File: src/rtl/pulse_edge_array.sv
// pulse_edge_array: per-channel synchronise -> qualify -> edge detect ->
// stretch to a PULSE_LEN-cycle pulse, plus a sticky per-channel event flag.
//
// Optional feature: define PULSE_EDGE_DEBOUNCE_EN to insert a per-channel
// debounce counter (DEBOUNCE_CYCLES) between the synchroniser and the
// edge detector. Without it, DEBOUNCE_CYCLES is ignored.
//
// Ports:
//   clock       rising-edge clock
//   reset_n     asynchronous active-low reset
//   hold        [CHANNELS]    asynchronous level inputs
//   edge_mode   [2*CHANNELS]  per channel {fall_en, rise_en}; 00 = off
//   flag_clear  [CHANNELS]    synchronous clear of event_flag (set wins)
//   pulse       [CHANNELS]    registered stretched pulse
//   event_flag  [CHANNELS]    registered sticky event record
//   any_pulse                 registered OR of pulse
module pulse_edge_array #(
   parameter int unsigned CHANNELS        = 4,
   parameter int unsigned SYNC_STAGES     = 2,
   parameter int unsigned PULSE_LEN       = 1,
   parameter int unsigned DEBOUNCE_CYCLES = 4
) (
   input  logic                    clock,
   input  logic                    reset_n,
   input  logic [CHANNELS-1:0]     hold,
   input  logic [2*CHANNELS-1:0]   edge_mode,
   input  logic [CHANNELS-1:0]     flag_clear,
   output logic [CHANNELS-1:0]     pulse,
   output logic [CHANNELS-1:0]     event_flag,
   output logic                    any_pulse
);

   localparam int unsigned CNT_W = $clog2(PULSE_LEN + 1);

   logic [SYNC_STAGES-1:0] sync_q     [CHANNELS];
   logic [CNT_W-1:0]       cnt_q      [CHANNELS];
   logic [CNT_W-1:0]       cnt_nxt_c  [CHANNELS];
   logic [CHANNELS-1:0]    sync_out_c;
   logic [CHANNELS-1:0]    stable_q;
   logic [CHANNELS-1:0]    stable_nxt_c;
   logic [CHANNELS-1:0]    prev_q;
   logic [CHANNELS-1:0]    rise_c;
   logic [CHANNELS-1:0]    fall_c;
   logic [CHANNELS-1:0]    event_c;
   logic [CHANNELS-1:0]    pulse_nxt_c;

   // Last synchroniser stage per channel
   always_comb begin
      sync_out_c = '0;
      for (int i = 0; i < CHANNELS; i++) begin
         sync_out_c[i] = sync_q[i][SYNC_STAGES-1];
      end
   end

`ifdef PULSE_EDGE_DEBOUNCE_EN
   localparam int unsigned DB_W = $clog2(DEBOUNCE_CYCLES + 1);

   logic [DB_W-1:0] db_q     [CHANNELS];
   logic [DB_W-1:0] db_nxt_c [CHANNELS];

   // Accept a new level only after it has differed for DEBOUNCE_CYCLES cycles
   always_comb begin
      stable_nxt_c = stable_q;
      for (int i = 0; i < CHANNELS; i++) begin
         db_nxt_c[i] = '0;
         if (sync_out_c[i] != stable_q[i]) begin
            if (db_q[i] == DB_W'(DEBOUNCE_CYCLES - 1)) begin
               stable_nxt_c[i] = sync_out_c[i];
            end else begin
               db_nxt_c[i] = db_q[i] + DB_W'(1);
            end
         end
      end
   end

   // Debounce counters
   always_ff @(posedge clock or negedge reset_n) begin
      if (!reset_n) begin
         for (int i = 0; i < CHANNELS; i++) begin
            db_q[i] <= '0;
         end
      end else begin
         for (int i = 0; i < CHANNELS; i++) begin
            db_q[i] <= db_nxt_c[i];
         end
      end
   end
`else
   // No qualification: the synchronised level is taken directly
   always_comb begin
      stable_nxt_c = sync_out_c;
   end
`endif

   assign rise_c = stable_q & ~prev_q;
   assign fall_c = ~stable_q & prev_q;

   // Edge select, pulse counter reload/decrement and next pulse state
   always_comb begin
      event_c     = '0;
      pulse_nxt_c = '0;
      for (int i = 0; i < CHANNELS; i++) begin
         event_c[i] = (rise_c[i] & edge_mode[2*i]) | (fall_c[i] & edge_mode[2*i+1]);
         cnt_nxt_c[i] = cnt_q[i];
         if (event_c[i]) begin
            cnt_nxt_c[i] = CNT_W'(PULSE_LEN);
         end else if (cnt_q[i] != '0) begin
            cnt_nxt_c[i] = cnt_q[i] - CNT_W'(1);
         end
         pulse_nxt_c[i] = (cnt_nxt_c[i] != '0);
      end
   end

   // Main state: synchronisers, qualified/previous level, counters, outputs
   always_ff @(posedge clock or negedge reset_n) begin
      if (!reset_n) begin
         for (int i = 0; i < CHANNELS; i++) begin
            sync_q[i] <= '0;
            cnt_q[i]  <= '0;
         end
         stable_q   <= '0;
         prev_q     <= '0;
         pulse      <= '0;
         event_flag <= '0;
         any_pulse  <= 1'b0;
      end else begin
         for (int i = 0; i < CHANNELS; i++) begin
            sync_q[i] <= {sync_q[i][SYNC_STAGES-2:0], hold[i]};
            cnt_q[i]  <= cnt_nxt_c[i];
         end
         stable_q   <= stable_nxt_c;
         prev_q     <= stable_q;
         pulse      <= pulse_nxt_c;
         // Set has priority over a same-cycle clear
         event_flag <= (event_flag & ~flag_clear) | event_c;
         any_pulse  <= |pulse_nxt_c;
      end
   end

endmodule

File: config.mk
export PLATFORM = sky130hd
export DESIGN_NAME = pulse_edge_array
export DESIGN_NICKNAME = d
export VERILOG_FILES = /design/src/rtl/pulse_edge_array.sv
export SDC_FILE = /design/constraint.sdc
export NUM_CORES = 1
export LEC_CHECK = 0
export ABC_AREA = 0
export CAP_MARGIN = 10
export CORE_MARGIN = 1.5
export CORE_UTILIZATION = 45
export CTS_BUF_LIST = sky130_fd_sc_hd__clkbuf_16
export DETAILED_ROUTE_END_ITERATION = 10
export PLACE_DENSITY = 0.87
export SKIP_LAST_GASP = 1
export SLEW_MARGIN = 25
export SYNTH_ARGS = -nofsm -noshare
export SYNTH_HDL_FRONTEND = slang
export SYNTH_SLANG_ARGS = --single-unit
File: constraint.sdc
create_clock -name clock -period 3.7 [get_ports clock]
set_input_delay 0.37 -clock clock [delete_from_list [all_inputs] [get_ports clock]]
set_output_delay 0.37 -clock clock [all_outputs]
set_load 0.05 [all_outputs]
==> results of run 1 <==
-- synthesized netlist by cell type, drive strengths merged --
| master | count |
|---|---|
| dfrtp | 25 |
| a21o | 4 |
| inv | 4 |
| nand2 | 4 |
| nand3b | 4 |
| o21ai | 4 |
| or4 | 1 |
-- final cells by class --
type / instances / area, µm²
clock inverter: 1 / 3.75
multi-input combinational: 17 / 115
fill: 97 / 432
inverter: 4 / 15.0
tap: 16 / 20.0
timing repair buffer: 26 / 255
sequential: 25 / 626
clock buffer: 3 / 75.1
-- registers in the layout, summed over array words and instances, names as in the netlist --
register / count
stable_nxt_c: 4
sync_q: 4
prev_q: 4
cnt_q: 1
pulse: 3
stable_q: 4
event_flag: 4
any_pulse: 1
-- power groups by stage --
stage               registers (W)  clock network [W]  logic [W]
floorplan                0.000335                  0  0.0000109
global route             0.000301           0.000241  0.0000919
global placement         0.000303                  0  0.0000855
finish                   0.000299           0.000224  0.0000862
detailed placement       0.000304                  0  0.0000873
CTS                      0.000300           0.000229  0.0000880
-- worst paths after layout --
kind	start	end	slack (ps)
worst max-delay path	event_flag[0]	event_flag[0]	1920
worst min-delay path	reset_n	stable_q[3]	90
worst max register to register	stable_q[3]	any_pulse	2470
worst min register to register	stable_nxt_c[0]	stable_q[0]	350
max in group asynchronous	reset_n	event_flag[1]	3260
min in group clock	stable_nxt_c[0]	stable_q[0]	350
-- cells by family after synthesis --
logic type | after synthesis | share of synthesized area, %
and+or+nand+nor | 9 | 7.45
buffers and inverters | 4 | 1.99
AOI/OAI and AO/OA | 8 | 7.78
DFF | 25 | 82.8
-- through the flow --
stage                     setup WS (ps)  instances  power (W)
after detailed placement           2060         88   0.000392
after CTS                          1910         92   0.000617
final                              1920         92   0.000609
after floorplan                    2530         46   0.000346
after global routing               1890         92   0.000634
after global placement             2090         88   0.000389
-- per-layer routing --
layer  track usage [%]  part of all wire, %  up-vias
li1                  -                    -      211
met1              19.4                   40      210
met2              22.6                   52       20
met3              4.58                  8.4        0
met4              7.27                    0        0
met5                 0                    0        -
==> results summary, run 1 <==
The mean routed wirelength per cell is 12.5 µm. The via count of the routed design is 441. The starting utilization of the core area came out at 49.0%.

Broken down by cell family, the worst path's largest delay share belongs to buffers and inverters. The top cell type's share of synthesized area came out at 82.8%. The net total in the final layout is 95. At the pin with the least slew margin, the transition time is 523 ps. In this run the worst path has a maximum fanout of 2. The switching share of power came out at 22.5%. The total number of cells along the worst setup path came out at 1. The overall track demand over capacity in global routing is 14.9%. The data arrival time at the worst-slack endpoint is ~1400 ps. The area of all placed cells without fillers is 1110 µm². The I/O pin count came out at 27. The count of input and output buffers came out at 26. The post-synthesis to final-layout area growth is 46.9%. The switching power summed over all nets came out at 0.000137 W. The synthesized netlist cell count came out at 46. The worst-case reg-to-reg path depth came out at 3. The sum of buffers and inverters on the critical path came out at 1. In the post-synthesis netlist, the biggest area contributors are dfrtp_1 (83%), a21o_1 (3.0%), nand3b_1 (3.0%), o21ai_2 (2.3%), inv_1 (2.0%).

The number of instances resized during post-cts repair is 0. The final layout contains routed wiring with a total length of approximately 1200 µm. The worst hold-check slack is 93.3 ps.

The stage delay of the slowest cell on the critical path came out at slightly above 800 ps. Summed over all instances, the cell type with the most area after synthesis is dfrtp_1. On the final layout, the worst clock skew is 0.533 ps.

In the routed layout, each cell is associated on average with a via count of 4.79. For the worst setup path, the data required time is 3330 ps. A synthesized cell averages 16.4 µm². The post-route setup TNS came out at 0 ps. The clock net in this run drives a total of 25 sinks.

The first global-routing pass estimated 2020 µm of wire. STA classifies the critical path startpoint as a register. The largest individual stage delay along the critical path comes from the cell clkdlybuf4s50_1. The worst pin sits at a relative slew slack of 65.1%. The final RePlAce weighted congestion came out at 0.655. In this run the static leakage power is between 0.5 and 0.6 nW. The number of clock buffers added by TritonCTS is 3. The worst setup path is captured at an output port.

The share of total power in combinational logic came out at 14.2%. In this run, the number of DRC markers left after iteration 0 of detailed routing was 0. Setup violations remaining at the end of the flow were counted as 0. The internal power component is 0.000472 W. The tree is rooted in a clkbuf_16.

The maximum count of clock buffers along a single path came out at 2. The total of warnings raised by yosys is 0. The cell area after synthesis came out at around 760 µm². The share of the core filled with cells in the final layout came out at 72.0%. The number of core rows is 14. The number of slew-limit violations in the final report came out at 0. After clock tree synthesis, the clock-pin slew on the worst setup and hold paths is 60 ps. Setup repair after global routing left no endpoint under its margin. The number of global-route vias before repair is 467. The CTS tree is built.

The flow ran to the end, and the final reports show no timing, DRC or antenna violations. Across the VDD grid, the largest voltage drop is 0.339 mV. Once placement finished, the instance area stood at 1040 µm². The die width is 44.0 µm. Measured along the y axis, the die boundary spans 44.0 µm. The part of the Yosys area used for sequential elements is 82.8%.

After clock tree synthesis, the setup repair step added 0 buffers. The pin count of the biggest net entering global routing came out at 26. The initial antenna violation count is 0. The power per cell area is 549 nW/µm². The hold violation count in the final report is 0. For this run, the detailed router's first-pass iteration total came to 1.

In this run, the clock network consumes 36.8% of the power. The floorplan core area is 1540 µm². The total overflow left after global routing is 0. The total inserted antenna cells came out at 0. The tightest min-delay check is of the input pin to async pin type. The clock insertion delay at the later pin of the skew report came out at between 200 and 300 ps. The number of distinct library cells after synthesis came out at 10. The total die area is 1930 µm². In this run, synthesis produced a sequential element count of 25.

The CTS H-tree depth came out at 1. Cells with a size suffix above 1 make up 10.5% of the layout. The top cell types in the final layout, fill and taps aside, are dfrtp_1 (25), clkdlybuf4s50_1 (25), inv_1 (5). Traced cell by cell, the critical path runs through clkdlybuf4s50_1. For this run, the top clock speed supported by timing is between 500 and 600 MHz. Sequential cells burn 49.1% of the power.

The count of max-cap constraint violations came out at 0. Once detail routing completed, the nets flagged for antenna violations numbered 0. Counting I/O delays and the setup requirement, the final critical path takes between 1500 and 2000 ps. The critical path is of the register to output port type.

The number of buffers inserted by hold repair at cts came out at 0. The number of remaining DRC errors is 0. The final period utilization is 48.0%.

The number of nets produced by synthesis is 64.
(Power assumes the default switching activity.)
==> run 2: changes to the inputs <==
--- a/config.mk
+++ b/config.mk
@@ -8,10 +8,10 @@
 export ABC_AREA = 0
 export CAP_MARGIN = 10
 export CORE_MARGIN = 1.5
-export CORE_UTILIZATION = 45
+export CORE_UTILIZATION = 37
 export CTS_BUF_LIST = sky130_fd_sc_hd__clkbuf_16
 export DETAILED_ROUTE_END_ITERATION = 10
-export PLACE_DENSITY = 0.87
+export PLACE_DENSITY = 0.78
 export SKIP_LAST_GASP = 1
 export SLEW_MARGIN = 25
 export SYNTH_ARGS = -nofsm -noshare
==> constraint.sdc (replaced) <==
create_clock -name clock -period 1.5 [get_ports clock]
set_input_delay 0.15 -clock clock [delete_from_list [all_inputs] [get_ports clock]]
set_output_delay 0.15 -clock clock [all_outputs]
set_load 0.05 [all_outputs]
==> results summary, run 2 (synthesized netlist as in run 1, its figures left out) <==
The wire length of the first global-routing pass came to 1870 µm (-7.5%). The share of total power in combinational logic came out at 13.9% (-0.3 points). The worst max-slew margin expressed relative to the limit came out at 80.6% (+15 points). The post-detailed-route count of antenna-violating nets came out at 0 (unchanged). The post-route setup TNS is 0 ps (unchanged). The switching power summed over all nets is 0.000342 W (+150%). The number of global-route vias before repair is 472 (+1.1%). TritonCTS built the clock tree.

The count of max-cap constraint violations was 0 (unchanged). The count of input and output buffers is 26 (unchanged). The net total in the final layout came out at 97 (+2.1%).

The actual transition at the worst max-transition pin came out at 290 ps (-232 ps). The clock insertion delay at the later pin of the skew report came out at 250 ps (about the same). The total setup violations reported at the end of the flow came out at 0 (unchanged). The hold violation count in the final report was 0 (unchanged). The worst setup path is launched from a register. The routed via count divided by cell count came to 4.32 (-9.8%). The cell sitting at the root of the clock tree is a clkbuf_16. The die width is 48.2 µm (+9.6%). The number of sinks on the clock net is 25 (unchanged). The initial antenna violation count is 0 (unchanged).

The required time at the endpoint of the critical path is 1620 ps (-1710 ps). The number of remaining DRC errors came out at 0 (unchanged). The detailed-router iteration count before antenna repair is 1 (unchanged). The post-CTS setup buffer count is 0 (unchanged). The critical path goes through nand3b_1 -> o21ai_2 -> or4_1. The pin count of the biggest net entering global routing came to 26 (unchanged). The total power is 0.00151 W (+150%).

Setup repair after global routing left no endpoint under its margin. The final clock skew came out at 1.09 ps (+0.553 ps). The fraction of final layout cells with drive strength greater than 1 was 24.4% (+14 points).

The slowest stage of the critical path is the or4_1 cell. The maximum count of clock buffers along a single path was 2 (unchanged). The number of buffers inserted by hold repair at cts came out at 0 (unchanged). The routed design could run at a clock period as short as 1230 ps. The number of slew-limit violations in the final report came to 0 (unchanged).

The flow ran to the end, and the final reports show no timing, DRC or antenna violations. The total of fill cells in the finished design came to 170 (+75%). The switching share of power came out at 22.7% (+0.19 points). The share of total power in the clock network is 37.1% (+0.3 points).

The area of all placed cells without fillers came out at 1120 µm² (+1.1%). The height of the die was 48.2 µm (+9.6%). The power per cell area came out at 1340 nW/µm² (+140%). The sequential share of power is 49.0% (about the same). The number of instances resized during post-cts repair is 0 (unchanged). The data arrival time at the worst-slack endpoint came out at 1350 ps (-60 ps). The mean routed wirelength per cell came out at 10.8 µm (-13%).

The share of the core filled with cells in the final layout was 57.8% (-14 points). The top fanout value on the critical path is 3 (+1). The leakage power came out at 0.544 nW (+3.8%). The via count of the routed design came to 454 (+2.9%). The total inserted antenna cells is 0 (unchanged). In the layout the commonest cells are dfrtp_1 (25), clkdlybuf4s50_1 (17), buf_4 (11). The overall track demand over capacity in global routing is 12.1% (-2.7 points). The critical path capture point type is a register. The starting utilization of the core area is 38.9% (-10 points). The CTS H-tree depth came out at 1 (unchanged). The number of DRC markers in iteration 0 is 0 (unchanged). In this run the worst hold path is classified as input pin to async pin. The clock buffer count from CTS is 3 (unchanged). The I/O pin count came out at 27 (unchanged).

The floorplan core area came out at 1940 µm² (+26%). The final period utilization is 82.1%. The number of core rows came out at 16 (+2). For this run, the top clock speed supported by timing is 812 MHz. The post-synthesis to final-layout area growth is 48.5%. The peak ir drop on the vdd network is 0.638 mV (+88%). The internal power component is 0.00116 W (+150%). The worst setup path is of the register to register kind. The total die area is 2320 µm² (+20%). The final RePlAce weighted congestion is 0.662 (+1.0%). The clock transition at the register clock pins on the worst setup and hold paths after CTS came out at 60 ps (about the same). The library cell used most frequently in the layout, excluding fill and tap cells, is dfrtp_1.

The aggregate global routing overflow is 0 (unchanged). The cell area reported after detailed placement is 1040 µm² (+0.60%). The total wirelength of the detailed-routed design came out at 1140 µm (-1.2%). The stage delay of the slowest cell on the critical path was 500 ps (-310 ps).

The wire-length estimate of the detail-placed layout is approximately 840 µm.
-- run 2: changes by cell type in the layout (fill, tap and decap cells not counted) --
| cell | delta |
|---|---|
| buf_4 | +11 |
| clkdlybuf4s50_1 | -8 |
| buf_2 | -1 |
| clkinv_2 | +1 |
| inv_1 | -1 |
-- run 2: path summary, 6_finish.rpt --
path	from	to	slack, ps	cells past startpoint
worst min register to register	sync_q[2]	stable_nxt_c[2]	350	0
min in group clock	hold[1]	sync_q[4]	330	1
worst min-delay path	reset_n	sync_q[6]	250	2
max in group asynchronous	reset_n	pulse[0]	1030	2
worst max register to register	prev_q[2]	any_pulse	270	3
worst max-delay path	prev_q[2]	any_pulse	270	3
-- run 2: layout make-up --
cell class	count	area, µm²	share of cell area, %
multi-input combinational	17	115	10.3
inverter	4	15.0	1.34
tap	27	33.8	3.01
timing repair buffer	28	253	22.5
sequential	25	626	55.7
clock buffer	3	75.1	6.69
clock inverter	1	5.00	0.446
-- run 2: critical path: cells and delay by family, from the launching register on --
family / cells / cell delay, ps
flip-flops: 1 / 400
AO/OA/AOI/OAI: 1 / 80
AND/OR/NAND/NOR: 2 / 620
-- run 2: stage by stage --
stage          std cells  hold slack (ps)  worst slack (ps)
3_5_place_dp         101              339               110
2_1_floorplan         46             -146               332
5_1_grt              105              284               235
3_3_place_gp         101              332               146
4_1_cts              105              258               260
6_report             105              249               268
-- run 2: power by group through the flow --
stage	clock network, W	logic (W)	registers (W)
floorplan	0	0.0000268	0.000828
global placement	0	0.000209	0.000748
detailed placement	0	0.000211	0.000751
CTS	0.000577	0.000212	0.000739
global route	0.000609	0.000225	0.000744
finish	0.000559	0.000209	0.000739
-- run 2: per-layer routing --
layer / part of all wire (%) / GRT usage (%) / vias up
met4: 1.7 / 5.41 / 0
li1: - / - / 214
met3: 5.9 / 4.44 / 2
met2: 57 / 22.4 / 17
met5: 0 / 0 / -
met1: 36 / 11.9 / 221
==> run 3: changes to the inputs <==
==> constraint.sdc (replaced) <==
create_clock -name clock -period 1.1 [get_ports clock]
set_input_delay 0.11 -clock clock [delete_from_list [all_inputs] [get_ports clock]]
set_output_delay 0.11 -clock clock [all_outputs]
set_load 0.05 [all_outputs]
==> results summary, run 3 (synthesized netlist as in run 1, its figures left out) <==
The mean routed wirelength per cell came out at 10.7 µm (-0.99%). The worst setup path is captured at a register. The area of all placed cells without fillers was 1280 µm² (+14%). The clock buffer count from CTS is 3 (unchanged). The starting utilization of the core area is 38.9% (unchanged). The via count of the routed design came to 472 (+4.0%).

The number of instances resized during post-cts repair is 0 (unchanged). The clock transition at the register clock pins on the worst setup and hold paths after CTS came to 60 ps (about the same). The data arrival time at the worst-slack endpoint came out at 1320 ps (-30 ps).

The peak clock frequency supported by timing is 837 MHz (+3.1%). The share of total power in combinational logic is 17.5% (+3.6 points). The sequential share of power was 47.3% (-1.7 points). The count of max-cap constraint violations is 0 (unchanged).

The total power is 0.00217 W (+44%). The final clock skew came out at 1.84 ps (+0.756 ps). The clock insertion delay at the later pin of the skew report came out at 250 ps (about the same). The top cell types in the final layout, fill and taps aside, are dfrtp_1 (24), clkdlybuf4s50_1 (17), buf_12 (10). The height of the die came to 48.2 µm (unchanged). The share of total power in the clock network is 35.3% (-1.8 points). The initial antenna violation count came to 0 (unchanged). The overall track demand over capacity in global routing came to 12.5% (+0.37 points). The worst hold-check slack was 199 ps (-49.9 ps). The actual transition at the worst max-transition pin is 210 ps (-80.1 ps). The required time at the endpoint of the critical path came out at 1230 ps (-390 ps). The CTS H-tree depth is 1 (unchanged).

The switching power summed over all nets came to 0.000491 W (+43%). The tree is rooted in a clkbuf_16. In this run the worst hold path is classified as input pin to async pin. The wire length of the first global-routing pass came out at 1880 µm (+0.75%). The fraction of final layout cells with drive strength greater than 1 came out at 27.2% (+2.8 points). The most critical setup path has its startpoint at stable_q[3]. The startpoint type of the worst setup path is a register.

The total wirelength of the detailed-routed design came out at 1160 µm (+1.8%). The post-CTS setup buffer count was 0 (unchanged). The maximum count of clock buffers along a single path came out at 2 (unchanged). The total setup violations reported at the end of the flow is 1 (+1).

The time the worst path needs with I/O delays and setup came out at 1190 ps (-37.3 ps). The switching share of power is 22.7% (-0.064 points). The internal power component is 0.00168 W (+44%). The detailed-router iteration count before antenna repair was 4 (+3). The I/O pin count came out at 27 (unchanged).

Leaving out fill and tap cells, the most frequent cell in the layout is dfrtp_1. The total of fill cells in the finished design was 144 (-15%). Setup repair after global routing could not meet its margin everywhere. The worst setup path is of the register to register kind.

The source of the worst register-to-register timing path is stable_q[3]. The total half-perimeter wirelength after legalization and detailed placement came to 871 µm (+3.5%). The cell area reported after detailed placement is 1200 µm² (+15%).

The worst path setup slack after routing is -94.7 ps (-363 ps). The footprint of the flip-flops and latches is 627 µm² (+0.20%). The number of sinks on the clock net is 25 (unchanged). The area occupied by multi-input gates came out at 124 µm² (+7.6%). The post-route setup TNS is -94.7 ps (-94.7 ps). The number of global-route vias before repair came to 472 (unchanged). The setup slack after placement is -234 ps (-344 ps).

The number of slew-limit violations in the final report was 0 (unchanged). The top fanout value on the critical path is 3 (unchanged). The net total in the final layout came out at 100 (+3.1%).

The flow ran to the end, but the final reports show violations. The leakage power came out at 0.610 nW (+12%). The checks that failed: negative setup slack. The power per cell area is 1690 nW/µm² (+26%).

The routed via count divided by cell count came out at 4.37 (+1.1%). The final period utilization came to 109% (+26 points). The total inserted antenna cells came out at 0 (unchanged). The total die area is 2320 µm² (unchanged).

The final RePlAce weighted congestion is 0.713 (+7.6%). The number of remaining DRC errors was 0 (unchanged). The number of core rows was 16 (unchanged). The CTS tree is built.

The aggregate global routing overflow came out at 0 (unchanged). The pin count of the biggest net entering global routing came to 26 (unchanged). The peak ir drop on the vdd network came to 1.05 mV (+64%).

The count of input and output buffers came out at 26 (unchanged). The worst max-slew margin expressed relative to the limit came out at 85.9% (+5.2 points). The floorplan core area is 1940 µm² (unchanged). The hold violation count in the final report is 0 (unchanged).

The number of DRC markers in iteration 0 is 3 (+3). The post-detailed-route count of antenna-violating nets is 0 (unchanged). The die width is 48.2 µm (unchanged).

The number of buffers inserted by hold repair at cts is 0 (unchanged). The post-synthesis to final-layout area growth is 69.2%.
run 3: changes by cell type in the layout (fill, tap and decap cells not counted), sizes merged:
cell and change:
buf +3, inv +1, clkinv -1
run 3: metal layers:
metal  track usage, %  wire length [µm]  vias up
met1             12.1               426      230
met5                0                 0        -
met2             21.6               646       19
li1                 -                 -      221
met3             4.44                72        2
met4             9.19                14        0
run 3: worst paths after layout:
check	endpoint	slack, ps	depth (start not counted)
worst max-delay path	any_pulse	-90	3
worst min-delay path	sync_q[6]	200	2
worst max register to register	any_pulse	-90	3
worst min register to register	stable_q[1]	350	0
max in group asynchronous	stable_q[3]	750	2
min in group clock	sync_q[6]	290	1
run 3: layout make-up:
type	count	share of cell area, %
Clock buffer	3	5.87
Clock inverter	1	0.294
Multi-Input combinational cell	17	9.69
Timing Repair Buffer	31	31.3
Tap cell	27	2.64
Sequential cell	25	49.0
Inverter	4	1.17
run 3: critical path, cell delays in order (launching register included):
cell and delay, ps:
dfrtp_2 440, nand3b_4 90, o21ai_2 60, or4_1 490
run 3: power groups by stage:
stage | logic, W | clock network, W | registers (W)
2_1_floorplan | 0.0000380 | 0 | 0.00113
3_3_place_gp | 0.000378 | 0 | 0.00104
3_5_place_dp | 0.000382 | 0 | 0.00104
4_1_cts | 0.000384 | 0.000791 | 0.00103
5_1_grt | 0.000404 | 0.000833 | 0.00103
6_report | 0.000378 | 0.000764 | 0.00102
run 3: metrics by stage:
step	utilization, %	instances
after CTS	65.8	108
after detailed placement	61.7	104
final	65.9	108
after floorplan	-	46
after global routing	65.9	108
after global placement	61.7	104
